`config.mk`:
```
export PLATFORM = sky130hd
export DESIGN_NAME = pipeline_run_ctrl
export DESIGN_NICKNAME = d
export VERILOG_FILES = /design/src/rtl/pipeline_run_ctrl.sv
export SDC_FILE = /design/constraint.sdc
export NUM_CORES = 1
export LEC_CHECK = 0
export BUFFER_PORTS_ARGS = -buffer_cell sky130_fd_sc_hd__buf_2
export CAP_MARGIN = 10
export CORE_MARGIN = 2
export CORE_UTILIZATION = 50
export CTS_CLUSTER_SIZE = 30
export DETAILED_ROUTE_END_ITERATION = 10
export PLACE_DENSITY = 0.72
export RECOVER_POWER = 25
export SYNTH_ARGS = -nofsm -noshare
export SYNTH_HDL_FRONTEND = slang
export SYNTH_SLANG_ARGS = --single-unit
export TNS_END_PERCENT = 30
```
`constraint.sdc`:
```
create_clock -name i_clk -period 3.6 [get_ports i_clk]
set_clock_uncertainty 0.05 [all_clocks]
set_input_delay 0.18 -clock i_clk [delete_from_list [all_inputs] [get_ports i_clk]]
set_output_delay 0.18 -clock i_clk [all_outputs]
set_load 0.05 [all_outputs]
```
`src/rtl/pipeline_run_ctrl.sv`:
```
// Run controller for a pipeline under test: reset hold, then free-run, bounded or single-step
// execution with a saturating enabled-cycle counter. All outputs are registered Moore decodes.
module pipeline_run_ctrl #(
  parameter int RST_CYCLES = 2,
  parameter int MAX_CYCLES = 10,
  parameter int CNT_W      = 32
) (
  input  logic             i_clk,
  input  logic             i_reset,
  input  logic             i_start,
  input  logic [1:0]       i_mode,
  input  logic             i_step,
  input  logic             i_halt_req,
  output logic             o_core_reset,
  output logic             o_core_en,
  output logic             o_busy,
  output logic             o_done,
  output logic [CNT_W-1:0] o_cycle_count,
  output logic [2:0]       o_state
);

  typedef enum logic [2:0] {
    S_IDLE      = 3'd0,
    S_RST_HOLD  = 3'd1,
    S_RUN       = 3'd2,
    S_STEP_WAIT = 3'd3,
    S_STEP_EXEC = 3'd4,
    S_DONE      = 3'd5
  } state_t;

  localparam int               RC_W    = (RST_CYCLES > 1) ? $clog2(RST_CYCLES) : 1;
  localparam logic [RC_W-1:0]  RC_LOAD = RC_W'(RST_CYCLES - 1);
  localparam logic [CNT_W-1:0] CNT_MAX = {CNT_W{1'b1}};
  localparam logic [CNT_W-1:0] BUDGET  = CNT_W'(MAX_CYCLES);
  localparam logic [1:0]       M_BOUND = 2'b01;
  localparam logic [1:0]       M_STEP  = 2'b10;

  state_t           r_state;
  logic [1:0]       r_mode;
  logic [RC_W-1:0]  r_rst_cnt;
  logic [CNT_W-1:0] r_cycle_count;
  logic             r_core_reset;
  logic             r_core_en;
  logic             r_busy;
  logic             r_done;

  state_t           w_next_state;
  logic             w_en;
  logic             w_accept_start;
  logic [CNT_W-1:0] w_cnt_inc;
  logic             w_budget_hit;

  assign w_en           = (r_state == S_RUN) || (r_state == S_STEP_EXEC);
  assign w_accept_start = i_start && ((r_state == S_IDLE) || (r_state == S_DONE));
  assign w_cnt_inc      = (r_cycle_count == CNT_MAX) ? r_cycle_count : r_cycle_count + CNT_W'(1);
  // Budget is judged on the value the counter takes on this edge.
  assign w_budget_hit   = (w_cnt_inc >= BUDGET);

  always_comb begin
    w_next_state = r_state;
    case (r_state)
      S_IDLE: begin
        if (i_start) w_next_state = S_RST_HOLD;
      end
      S_RST_HOLD: begin
        if (i_halt_req)          w_next_state = S_IDLE;
        else if (r_rst_cnt == '0) w_next_state = (r_mode == M_STEP) ? S_STEP_WAIT : S_RUN;
      end
      S_RUN: begin
        if (i_halt_req)                             w_next_state = S_DONE;
        else if ((r_mode == M_BOUND) && w_budget_hit) w_next_state = S_DONE;
      end
      S_STEP_WAIT: begin
        if (i_halt_req)  w_next_state = S_DONE;
        else if (i_step) w_next_state = S_STEP_EXEC;
      end
      S_STEP_EXEC: begin
        if (i_halt_req || w_budget_hit) w_next_state = S_DONE;
        else                            w_next_state = S_STEP_WAIT;
      end
      S_DONE: begin
        if (i_start) w_next_state = S_RST_HOLD;
      end
      default: w_next_state = S_IDLE;
    endcase
  end

  always_ff @(posedge i_clk) begin
    if (i_reset) begin
      r_state       <= S_IDLE;
      r_mode        <= 2'b00;
      r_rst_cnt     <= '0;
      r_cycle_count <= '0;
      r_core_reset  <= 1'b1;
      r_core_en     <= 1'b0;
      r_busy        <= 1'b0;
      r_done        <= 1'b0;
    end else begin
      r_state      <= w_next_state;
      r_core_reset <= (w_next_state == S_IDLE) || (w_next_state == S_RST_HOLD);
      r_core_en    <= (w_next_state == S_RUN) || (w_next_state == S_STEP_EXEC);
      r_busy       <= (w_next_state == S_RST_HOLD) || (w_next_state == S_RUN) ||
                      (w_next_state == S_STEP_WAIT) || (w_next_state == S_STEP_EXEC);
      r_done       <= (w_next_state == S_DONE);
      if (w_accept_start) begin
        r_mode        <= i_mode;
        r_rst_cnt     <= RC_LOAD;
        r_cycle_count <= '0;
      end else begin
        if ((r_state == S_RST_HOLD) && (r_rst_cnt != '0)) r_rst_cnt <= r_rst_cnt - RC_W'(1);
        if (w_en) r_cycle_count <= w_cnt_inc;
      end
    end
  end

  assign o_core_reset  = r_core_reset;
  assign o_core_en     = r_core_en;
  assign o_busy        = r_busy;
  assign o_done        = r_done;
  assign o_cycle_count = r_cycle_count;
  assign o_state       = r_state;

endmodule

```
After elaboration in Yosys (flattened, before gate mapping)
Index checks and enable logic that the tools add are counted.
W data, S select, Z words.

cells by class
  $add $sub $neg = 2
  multipliers = 0
  div/mod/pow operators = 0
  $lt $le $gt $ge = 1
  equality and inequality tests = 13
  shifts and indexed selects = 0
  mux-type cells = 13
  bitwise logic cells = 0
  reduce and logical (&&, ||, !) cells = 16

operator list
  kind                     number
  $add A32 B1 Y32 const B  1
  $eq A32 B32 Y1 const B   1
  $ge A32 B4 Y1 const B    1
  $mux W32                 1
  $mux W3                  8
  $pmux W3 S5              1
  $eq A3 B2 Y1 const B     4
  $eq A3 B3 Y1 const B     4
  $logic_or A1 B1 Y1       8
  $eq A3 B1 Y1 const B     2
  $logic_not A3 Y1         2
  $reduce_or A2 Y1         2
  $logic_and A1 B1 Y1      3
  $mux W1                  3
  $eq A2 B1 Y1 const B     1
  $eq A2 B2 Y1 const B     1
  $reduce_bool A2 Y1       1
  $sub A1 B1 Y1 const B    1

word-level totals
  register bits after elaboration = 42
  bits in latches = 0
  bits in writable memories = 0
  ROM bits = 0
  output and inout port bits = 39
  logic and storage cells = 53
  memories = 0

Depth between registers and ports, before layout
Gate-level depths: netlist of run 1.

  depth in word-level cells = 11
  mapped depth = 11

Worst setup path after synthesis of run 1
Ideal clock, no wire load.

  path kind = reg-to-reg
  start = reg r_cycle_count[0] (netlist: o_cycle_count[0])
  end = reg r_busy (netlist: o_busy)
  library setup time = 0.086 ns
  arrival = 3.534 ns
  required time = 3.464 ns
  setup slack = -0.070 ns
  cell stages (with the launch flop) = 12
  path through = dfxtp_1 -> ha_1 -> nand4_1 -> or4_1 -> buf_2 -> or4_1 -> o311ai_1 -> o211ai_1 -> or3_4 -> o31a_1 -> o32a_2 -> a221oi_2

between the ends
  longest elaborated chain between the ends = 11
  elaborated cells on any way between the ends = 17

RTL lines
  what                                                      line  source
  from (decl)                                               41    logic [CNT_W-1:0] r_cycle_count;
  from (signal assigned)                                    111   if (w_en) r_cycle_count <= w_cnt_inc;
  $add A32 B1 Y32 / $eq A32 B32 Y1 (equally long branches)  55    assign w_cnt_inc = (r_cycle_count == CNT_MAX) ? r_cycle_count : r_cycle_count + CNT_W'(1);
  $mux W32 (*)                                              55
  $ge A32 B4 Y1 (*)                                         57    assign w_budget_hit = (w_cnt_inc >= BUDGET);
  $logic_and A1 B1 Y1                                       71    else if ((r_mode == M_BOUND) && w_budget_hit) w_next_state = S_DONE;
  $mux W3                                                   71
  $mux W3                                                   70    if (i_halt_req) w_next_state = S_DONE;
  $pmux W3 S5 (*)                                           61    case (r_state)
  $eq A3 B1 Y1 / $eq A3 B2 Y1 (equally long branches)       102   r_busy <= (w_next_state == S_RST_HOLD) || (w_next_state == S_RUN) ||
  $logic_or A1 B1 Y1 (2 in a row)                           102
  $logic_or A1 B1 Y1 (*)                                    103   (w_next_state == S_STEP_WAIT) || (w_next_state == S_STEP_EXEC);
  to (signal assigned)                                      102
  to (decl)                                                 44    logic r_busy;

Mark *: on every way between the ends. The rest lies on a longest branch, timed or not.
A chain may end at the register's enable or synchronous reset.

Final worst setup path of run 1
  start = reg r_cycle_count[6] (netlist: o_cycle_count[6])
  end = reg r_busy (netlist: o_busy)

Same word-level chain as after synthesis.

==> results of run 1 <==
power breakdown:
group          leakage [nW]  internal [mW]  switching (mW)
sequential            0.341          0.479          0.0164
clock                0.0383          0.134           0.154
combinational         0.695         0.0466           0.107
flip-flops by register name, indices dropped and copies added (netlist names):
name / count
o_state: 3
o_cycle_count: 32
o_done: 1
o_busy: 1
o_core_reset: 1
o_core_en: 1
r_mode: 2
r_rst_cnt: 1
cell families (layout without fill, tap and decap cells):
| family | Yosys count | after routing | share of synthesized area |
|---|---|---|---|
| adders and majority gates | 1 | 1 | 0.00454 |
| AOI/OAI and AO/OA | 66 | 66 | 0.157 |
| buffers and inverters | 33 | 69 | 0.0477 |
| muxes | 9 | 9 | 0.0336 |
| DFF | 42 | 42 | 0.305 |
| and+or+nand+nor | 179 | 179 | 0.348 |
| xor gates and xnor gates | 33 | 33 | 0.105 |
critical path: stages (launching register included):
cell      delay, ps
dfxtp_1         490
nand4_1         270
or4_1           560
buf_4           190
nor3_2          220
a31oi_1         130
nor4_1          310
nand4_1         200
o31a_1          330
o32a_2          230
a221oi_2        230
layer usage:
metal / routed length (µm) / global-route usage / vias to the layer above
met3: 487 / 0.0425 / 28
met5: 0 / 0 / -
met2: 3430 / 0.405 / 125
li1: - / - / 1387
met1: 3170 / 0.329 / 1368
met4: 193 / 0.0930 / 0
cells in the final DEF (no fill, tap or decap), types with 3 or more instances in the layout:
master,count
nor2_1,43
dfxtp_1,40
nand2_1,29
buf_2,26
clkbuf_1,21
xor2_1,20
nand4_1,18
o21ai_0,18
a21oi_1,18
nand3_1,17
nor3_1,17
xnor2_1,13
or3_1,10
and4_1,10
buf_4,10
nor4_1,8
nand2b_1,7
inv_1,7
mux2i_1,7
clkbuf_8,5
and2_1,4
and3_1,4
a31oi_1,4
or2_2,3
path summary, 6_finish.rpt:
| kind | endpoint | slack [ps] | depth (start not counted) |
|---|---|---|---|
| max | o_busy | 300 | 10 |
| min | r_mode[0] | 80 | 3 |
| max reg2reg | o_busy | 300 | 10 |
| min reg2reg | o_cycle_count[1] | 460 | 2 |
layout make-up:
type | count | area, µm² | share of cell area
flip-flops and latches | 42 | 843 | 0.272
inverters | 7 | 26.3 | 0.00848
repair buffers | 55 | 277 | 0.0893
multi-input cells | 288 | 1780 | 0.576
clock buffers | 7 | 76.3 | 0.0246
well taps | 72 | 90.1 | 0.0291
synth_stat cells (all sizes together) (2+ instances only):
cell type,number
nor2,43
dfxtp,42
nand2,29
clkbuf,23
xor2,20
nand4,19
o21ai,19
a21oi,18
nor3,18
nand3,17
xnor2,13
or3,11
and4,10
nor4,9
inv,7
mux2i,7
nand2b,7
a31oi,4
and2,4
and3,4
buf,3
or2,3
a211oi,2
a221oi,2
a41oi,2
mux2,2
nor2b,2
o21a,2
o31a,2
or4,2
metrics by stage:
step	cells	power, mW
after floorplan	363	0.628
after global placement	464	0.661
after detailed placement	464	0.661
after CTS	471	0.945
after global routing	471	0.981
final	471	0.937
==> flow_summary.json, run 1 <==
{
  "antenna_found_initial": 0,
  "path_class": "reg -> reg",
  "hp-start": "i_mode[0]",
  "pre_cts_ws_ps": 358,
  "worstSetupStartpointType": "flip-flop",
  "grt_max_degree": 33,
  "synth_flop_cell": "dfxtp_1",
  "relSlewSlack": 0.587,
  "timing_hold_violations_final": 0,
  "period_minus_slack_ps": 3300,
  "cts_made_buffers": 5,
  "cp-startpoint": "o_cycle_count[6]",
  "synthTopCellsByArea": "dfxtp_1, xor2_1, nor2_1",
  "cts.sinks": 42,
  "synth_area_mm2": 0.00276,
  "n_antenna_cell": 0,
  "fill_cells": 515,
  "status": "finished, final reports clean",
  "synthesis.nets": 371,
  "post_drt_wl_per_cell_um": 15.5,
  "p_leak_nw": 1.07,
  "finalCritPeriodShare": 0.917,
  "area_growth_pct": 12.3,
  "netlist_instances": 363,
  "maxCapViolations": 0,
  "p_per_area_mw_per_mm2": 303,
  "tightestPinTransition_ps": 619,
  "drtIter0Drc": 205,
  "initial_utilization": 0.510,
  "yosys_warnings": 0,
  "drc": 0,
  "ys_async_sr_fraction": 0,
  "hold_class": "in -> reg",
  "cts_tree": "done",
  "cts_setup_buffers": 0,
  "htree_levels": 2,
  "finalSetupViolations": 0,
  "finalSetupTns_ps": 0,
  "ant_nets": 0,
  "chipHeight_um": 78.3,
  "overflow": 0,
  "timing.final.ws_setup_ps": 298,
  "vias": 2908,
  "grt_pass1_vias": 2527,
  "placed_area_mm2": 0.00304,
  "maxSlewViolCount": 0,
  "ir_drop_uv": 151,
  "crit_required_ps": 3760,
  "worstPathArrival_ps": 3470,
  "postCtsHoldBufs": 0,
  "routed_wl_um": 7280,
  "coreArea_mm2": 0.00541,
  "die-width_um": 78.3,
  "cts_root_buf": "clkbuf_8",
  "fin_util": 0.573,
  "synth_seq_cells": 42,
  "ys_seq_area_frac": 0.305,
  "clkLatencyLatePin_ps": 300,
  "cts_resized": 0,
  "place_congestion": 0.906,
  "clock.fmax_ghz": 0.303,
  "clockBufferDepth": 2,
  "yosysUniqueCellTypes": 54,
  "syn_area_per_cell_um2": 7.59,
  "drt_pass1_iterations": 6,
  "synth_edf_count": 0,
  "rows": 27,
  "dp_hpwl_um": 5280,
  "path_clk_slew_ps": 80,
  "end_kind": "flip-flop",
  "grt_pass1_wl_um": 12300,
  "r2r-start": "o_cycle_count[6]",
  "layout-drive-gt1-share": 0.138,
  "crit_fanout": 9,
  "die-area_mm2": 0.00612,
  "vias_per_cell": 6.17,
  "io_pins": 46,
  "rsz0062_at_grt": "false",
  "track_usage": 0.248,
  "synth_top_cell_area_share": 0.305,
  "fin_nets": 407,
  "fin_area_mm2": 0.00310,
  "port-buffer-count": 45,
  "yosysTopAreaCell": "dfxtp_1",
  "hold_slack_ps": 79.3
}
Power figures use the tool's default switching activity.
==> run 2: changes to the inputs <==
--- a/config.mk
+++ b/config.mk
@@ -8,10 +8,10 @@
 export BUFFER_PORTS_ARGS = -buffer_cell sky130_fd_sc_hd__buf_2
 export CAP_MARGIN = 10
 export CORE_MARGIN = 2
-export CORE_UTILIZATION = 50
+export CORE_UTILIZATION = 57
 export CTS_CLUSTER_SIZE = 30
 export DETAILED_ROUTE_END_ITERATION = 10
-export PLACE_DENSITY = 0.72
+export PLACE_DENSITY = 0.81
 export RECOVER_POWER = 25
 export SYNTH_ARGS = -nofsm -noshare
 export SYNTH_HDL_FRONTEND = slang
==> run 2 against run 1 <==
Effect of this change: utilization is 10 points higher; setup slack worse by 76 ps; combinational power up 4%; first-iteration DRC count rose by 100%; final cell count fell by 2.8%.
==> flow_summary.json, run 2 (synthesis gave the netlist of run 1 again) <==
{
  "post_drt_wl_per_cell_um": 17.1,
  "dp_hpwl_um": 5570,
  "routed_wl_um": 7820,
  "crit_required_ps": 3720,
  "area_growth_pct": 15.0,
  "cts_made_buffers": 5,
  "die-area_mm2": 0.00541,
  "pwr-share-comb": 0.143,
  "p_leak_nw": 1.13,
  "rrSetupSlack_ps": 220,
  "drtIter0Drc": 416,
  "chipHeight_um": 73.5,
  "clkLatencyLatePin_ps": 290,
  "layout-drive-gt1-share": 0.153,
  "clockPowerShare": 0.411,
  "timing_hold_violations_final": 0,
  "drt_pass1_iterations": 5,
  "r2r_cells": 10,
  "min_path_cells": 3,
  "hold_class": "in -> reg",
  "finalSetupTns_ps": 0,
  "p_sw_mw": 0.291,
  "cp_slowest_cell": "nor4_1",
  "antenna_found_initial": 0,
  "status": "finished, final reports clean",
  "fin_nets": 411,
  "worstSetupStartpointType": "flip-flop",
  "worstPathArrival_ps": 3500,
  "final_common_cell": "nor2_1",
  "seqPwrFrac": 0.446,
  "grt_pass1_wl_um": 13200,
  "clock.fmax_ghz": 0.296,
  "n_antenna_cell": 0,
  "track_usage": 0.307,
  "rows": 25,
  "io_pins": 46,
  "period_minus_slack_ps": 3380,
  "path_buf_inv": 0,
  "hold_slack_ps": 86.5,
  "overflow": 0,
  "htree_levels": 2,
  "crit_fanout": 7,
  "clockBufferDepth": 2,
  "grt_pass1_vias": 2700,
  "vias": 3037,
  "ant_nets": 0,
  "finalCritPeriodShare": 0.938,
  "initial_utilization": 0.587,
  "cts_root_buf": "clkbuf_8",
  "cts_tree": "done",
  "place_congestion": 0.895,
  "relSlewSlack": 0.581,
  "slowest_delay_ps": 630,
  "path_clk_slew_ps": 80,
  "rsz0062_at_grt": "false",
  "largest_register_ffs": 32,
  "grt_max_degree": 33,
  "coreArea_mm2": 0.00469,
  "intPower_mw": 0.823,
  "cts.sinks": 42,
  "path_class": "reg -> reg",
  "postCtsHoldBufs": 0,
  "tightestPinTransition_ps": 629,
  "critPathTopFamily": "simple AND/OR/NAND/NOR gates",
  "drc": 0,
  "port-buffer-count": 45,
  "swShare": 0.261,
  "finalSetupViolations": 0,
  "die-width_um": 73.5,
  "worst-path-stages": 10,
  "fin_util": 0.676,
  "p_per_area_mw_per_mm2": 351,
  "maxSlewViolCount": 0,
  "vias_per_cell": 6.63,
  "cts_setup_buffers": 0,
  "layout_common_cells": "nor2_1, dfxtp_1, nand2_1",
  "worstPathCellList": "ha_1 -> nand3_1 -> nor4_1 -> nand3_1 -> a41oi_1 -> nor4_1 -> nand4_1 -> nor2_1 -> o41ai_1 -> o32ai_1",
  "cts_resized": 0,
  "fin_area_mm2": 0.00317,
  "end_kind": "flip-flop",
  "maxCapViolations": 0,
  "ir_drop_uv": 239,
  "placed_area_mm2": 0.00305
}
run 2: cell count changes in the layout (fill, tap and decap cells not counted), sizes merged:
| cell | delta |
|---|---|
| buf | +4 |
| bufinv | +2 |
| clkbuf | -1 |
run 2: cell type report:
cell class,count,area (µm²)
Inverter,7,26.3
Sequential cell,42,843
Clock inverter,2,60.1
Timing Repair Buffer,59,307
Multi-Input combinational cell,288,1780
Tap cell,54,67.6
Fill cell,416,1520
Clock buffer,6,82.6
run 2: metal layers:
layer / GRT usage / part of all wire / wire length (µm) / vias to the layer above
li1: - / - / - / 1397
met1: 0.409 / 0.42 / 3260 / 1415
met2: 0.492 / 0.47 / 3660 / 193
met3: 0.0508 / 0.085 / 662 / 32
met4: 0.121 / 0.030 / 237 / 0
met5: 0 / 0 / 0 / -
run 2: worst paths after layout:
check | start | endpoint
setup / recovery | o_cycle_count[0] | o_core_en
hold / removal | i_mode[0] | r_mode[0]
setup reg to reg | o_cycle_count[0] | o_core_en
hold reg to reg | o_cycle_count[1] | o_cycle_count[1]
run 2: through the flow:
| stage | instances | power, mW | worst slack (ps) |
|---|---|---|---|
| after floorplan | 363 | 0.628 | 13.4 |
| after global placement | 450 | 0.662 | 435 |
| after detailed placement | 450 | 0.665 | 370 |
| after CTS | 458 | 1.12 | 327 |
| after global routing | 458 | 1.15 | 111 |
| final | 458 | 1.11 | 223 |
run 2: power by group through the flow:
stage | clock, mW | combinational, mW | sequential [mW]
6_report | 0.458 | 0.160 | 0.496
5_1_grt | 0.483 | 0.173 | 0.499
4_1_cts | 0.465 | 0.161 | 0.495
3_5_place_dp | 0 | 0.158 | 0.506
3_3_place_gp | 0 | 0.156 | 0.505
2_1_floorplan | 0 | 0.0920 | 0.536
run 2: worst reg2reg max path, delay by kind of cell, from the launching register on:
kind,cells,cell delay [ps]
AOI/OAI and AO/OA,3,960
adders and majority gates,1,280
DFF,1,390
and+or+nand+nor,6,1570
==> run 3: changes to the inputs <==
--- a/config.mk
+++ b/config.mk
@@ -5,13 +5,13 @@
 export SDC_FILE = /design/constraint.sdc
 export NUM_CORES = 1
 export LEC_CHECK = 0
-export BUFFER_PORTS_ARGS = -buffer_cell sky130_fd_sc_hd__buf_2
 export CAP_MARGIN = 10
 export CORE_MARGIN = 2
-export CORE_UTILIZATION = 57
+export CORE_UTILIZATION = 60
 export CTS_CLUSTER_SIZE = 30
 export DETAILED_ROUTE_END_ITERATION = 10
-export PLACE_DENSITY = 0.81
+export DONT_BUFFER_PORTS = 1
+export PLACE_DENSITY = 0.76
 export RECOVER_POWER = 25
 export SYNTH_ARGS = -nofsm -noshare
 export SYNTH_HDL_FRONTEND = slang
==> run 3 against run 2 <==
Effect of this change: utilization is 3.7 points higher; clock-buffer cell count decreased by 1; final cell count fell by 4.6%; critical endpoint is now o_busy; combinational power down 27%; sequential cell count is the same.
==> flow_summary.json, run 3 (synthesis gave the netlist of run 1 again) <==
{
  "status": "finished, final reports clean",
  "track_usage": 0.293,
  "end_kind": "flip-flop",
  "initial_utilization": 0.629,
  "cts_tree": "done",
  "rows": 24,
  "fill_cells": 363,
  "worstPathArrival_ps": 3600,
  "grt_pass1_wl_um": 12100,
  "clock.fmax_ghz": 0.292,
  "finalSetupTns_ps": 0,
  "drc": 0,
  "overflow": 0,
  "multi_input_area_mm2": 0.00179,
  "tightestPinTransition_ps": 903,
  "worstSetupStartpointType": "flip-flop",
  "n_antenna_cell": 0,
  "place_congestion": 0.931,
  "area_growth_pct": 13.3,
  "rsz0062_at_grt": "false",
  "die-area_mm2": 0.00515,
  "post_drt_wl_per_cell_um": 16.9,
  "timing_hold_violations_final": 0,
  "cts_root_buf": "clkbuf_8",
  "final_common_cell": "nor2_1",
  "cts.sinks": 42,
  "drt_pass1_iterations": 4,
  "vias_per_cell": 6.41,
  "die-width_um": 71.8,
  "finalSetupViolations": 0,
  "p_per_area_mw_per_mm2": 326,
  "layout-drive-gt1-share": 0.143,
  "finalCritPeriodShare": 0.952,
  "crit_top_cell": "nand4_1",
  "port-buffer-count": 0,
  "hold_class": "in -> reg",
  "relSlewSlack": 0.397,
  "slowest_delay_ps": 380,
  "maxSlewViolCount": 0,
  "chipHeight_um": 71.8,
  "ir_drop_uv": 181,
  "layout_common_cells": "nor2_1, dfxtp_1, buf_4",
  "coreArea_mm2": 0.00438,
  "clockBufferDepth": 2,
  "ant_nets": 0,
  "finalNonFillerCells": 437,
  "drtIter0Drc": 265,
  "path_class": "reg -> reg",
  "routed_wl_um": 7400,
  "maxCapViolations": 0,
  "largest_register_ffs": 32,
  "dp_hpwl_um": 5420,
  "worstPathCellList": "buf_4 -> and4_1 -> nand4_1 -> nor4_2 -> mux2_2 -> nor4_1 -> nand4_1 -> o31a_1 -> o32a_2 -> a221oi_2",
  "vias": 2801,
  "cp_slowest_cell": "dfxtp_1",
  "fin_nets": 392,
  "grt_pass1_vias": 2468,
  "antenna_found_initial": 0,
  "seq_area_um2": 843,
  "p_leak_nw": 1.07,
  "htree_levels": 2,
  "cts_setup_buffers": 0,
  "path_clk_slew_ps": 80,
  "dp.cells": 426,
  "grt_max_degree": 33,
  "crit_fanout": 5,
  "clkLatencyLatePin_ps": 300,
  "cts_made_buffers": 5,
  "period_minus_slack_ps": 3430,
  "crit_required_ps": 3770,
  "io_pins": 46
}
[run 3: cell types whose count changed in the layout (fill, tap and decap cells not counted), sizes merged]
cell / before / now
clkbuf: 25 / 11
buf: 40 / 31
dlygate4sd3: 0 / 3
clkinv: 0 / 2
bufinv: 2 / 1
[run 3: power breakdown]
part           switching (mW)  leakage, nW  internal (mW)  total, mW
Sequential             0.0499        0.341          0.479      0.529
Clock                   0.168       0.0579          0.204      0.372
Combinational          0.0716        0.673         0.0450      0.117
Total                   0.289         1.07          0.728       1.02
[run 3: critical path, delay by kind of cell (launching register included)]
family,cells,cell delay (ps)
AOI/OAI and AO/OA,3,800
and+or+nand+nor,5,1510
buffers and inverters,1,250
muxes,1,360
DFF,1,380
[run 3: timing repair]
item,4_1_cts,5_1_grt
endpoints found under the hold margin,9,0
hold buffers,3,0
setup endpoints to repair,0,2
resized for setup,0,2
[run 3: cell type report]
cell class / count / area share
Multi-Input combinational cell: 288 / 0.575
Sequential cell: 42 / 0.270
Timing Repair Buffer: 40 / 0.0913
Clock buffer: 5 / 0.0220
Tap cell: 52 / 0.0208
Clock inverter: 3 / 0.0128
Inverter: 7 / 0.00841
[run 3: worst paths after layout]
| kind | from | end | slack (ps) | cells past startpoint |
|---|---|---|---|---|
| setup / recovery | o_cycle_count[11] | o_busy | 170 | 10 |
| setup reg to reg | o_cycle_count[11] | o_busy | 170 | 10 |
| hold / removal | i_reset | r_rst_cnt | 10 | 3 |
| hold reg to reg | r_mode[1] | r_mode[1] | 480 | 2 |
[run 3: per-layer routing]
metal	part of all wire	track usage	vias up
met1	0.43	0.387	1303
met5	0	0	-
met2	0.48	0.466	130
met3	0.078	0.0717	11
li1	-	-	1357
met4	0.015	0.101	0
[run 3: stage by stage]
stage | total power, mW | area, µm² | worst slack (ps) | hold WS, ps | utilization
2_1_floorplan | 0.628 | 2760 | 13.4 | 277 | -
3_3_place_gp | 0.647 | 3000 | 259 | 199 | 0.684
3_5_place_dp | 0.650 | 3000 | 164 | 200 | 0.684
4_1_cts | 1.02 | 3140 | 131 | 4.96 | 0.715
5_1_grt | 1.06 | 3120 | 30.9 | 37.2 | 0.712
6_report | 1.02 | 3120 | 174 | 10.0 | 0.712
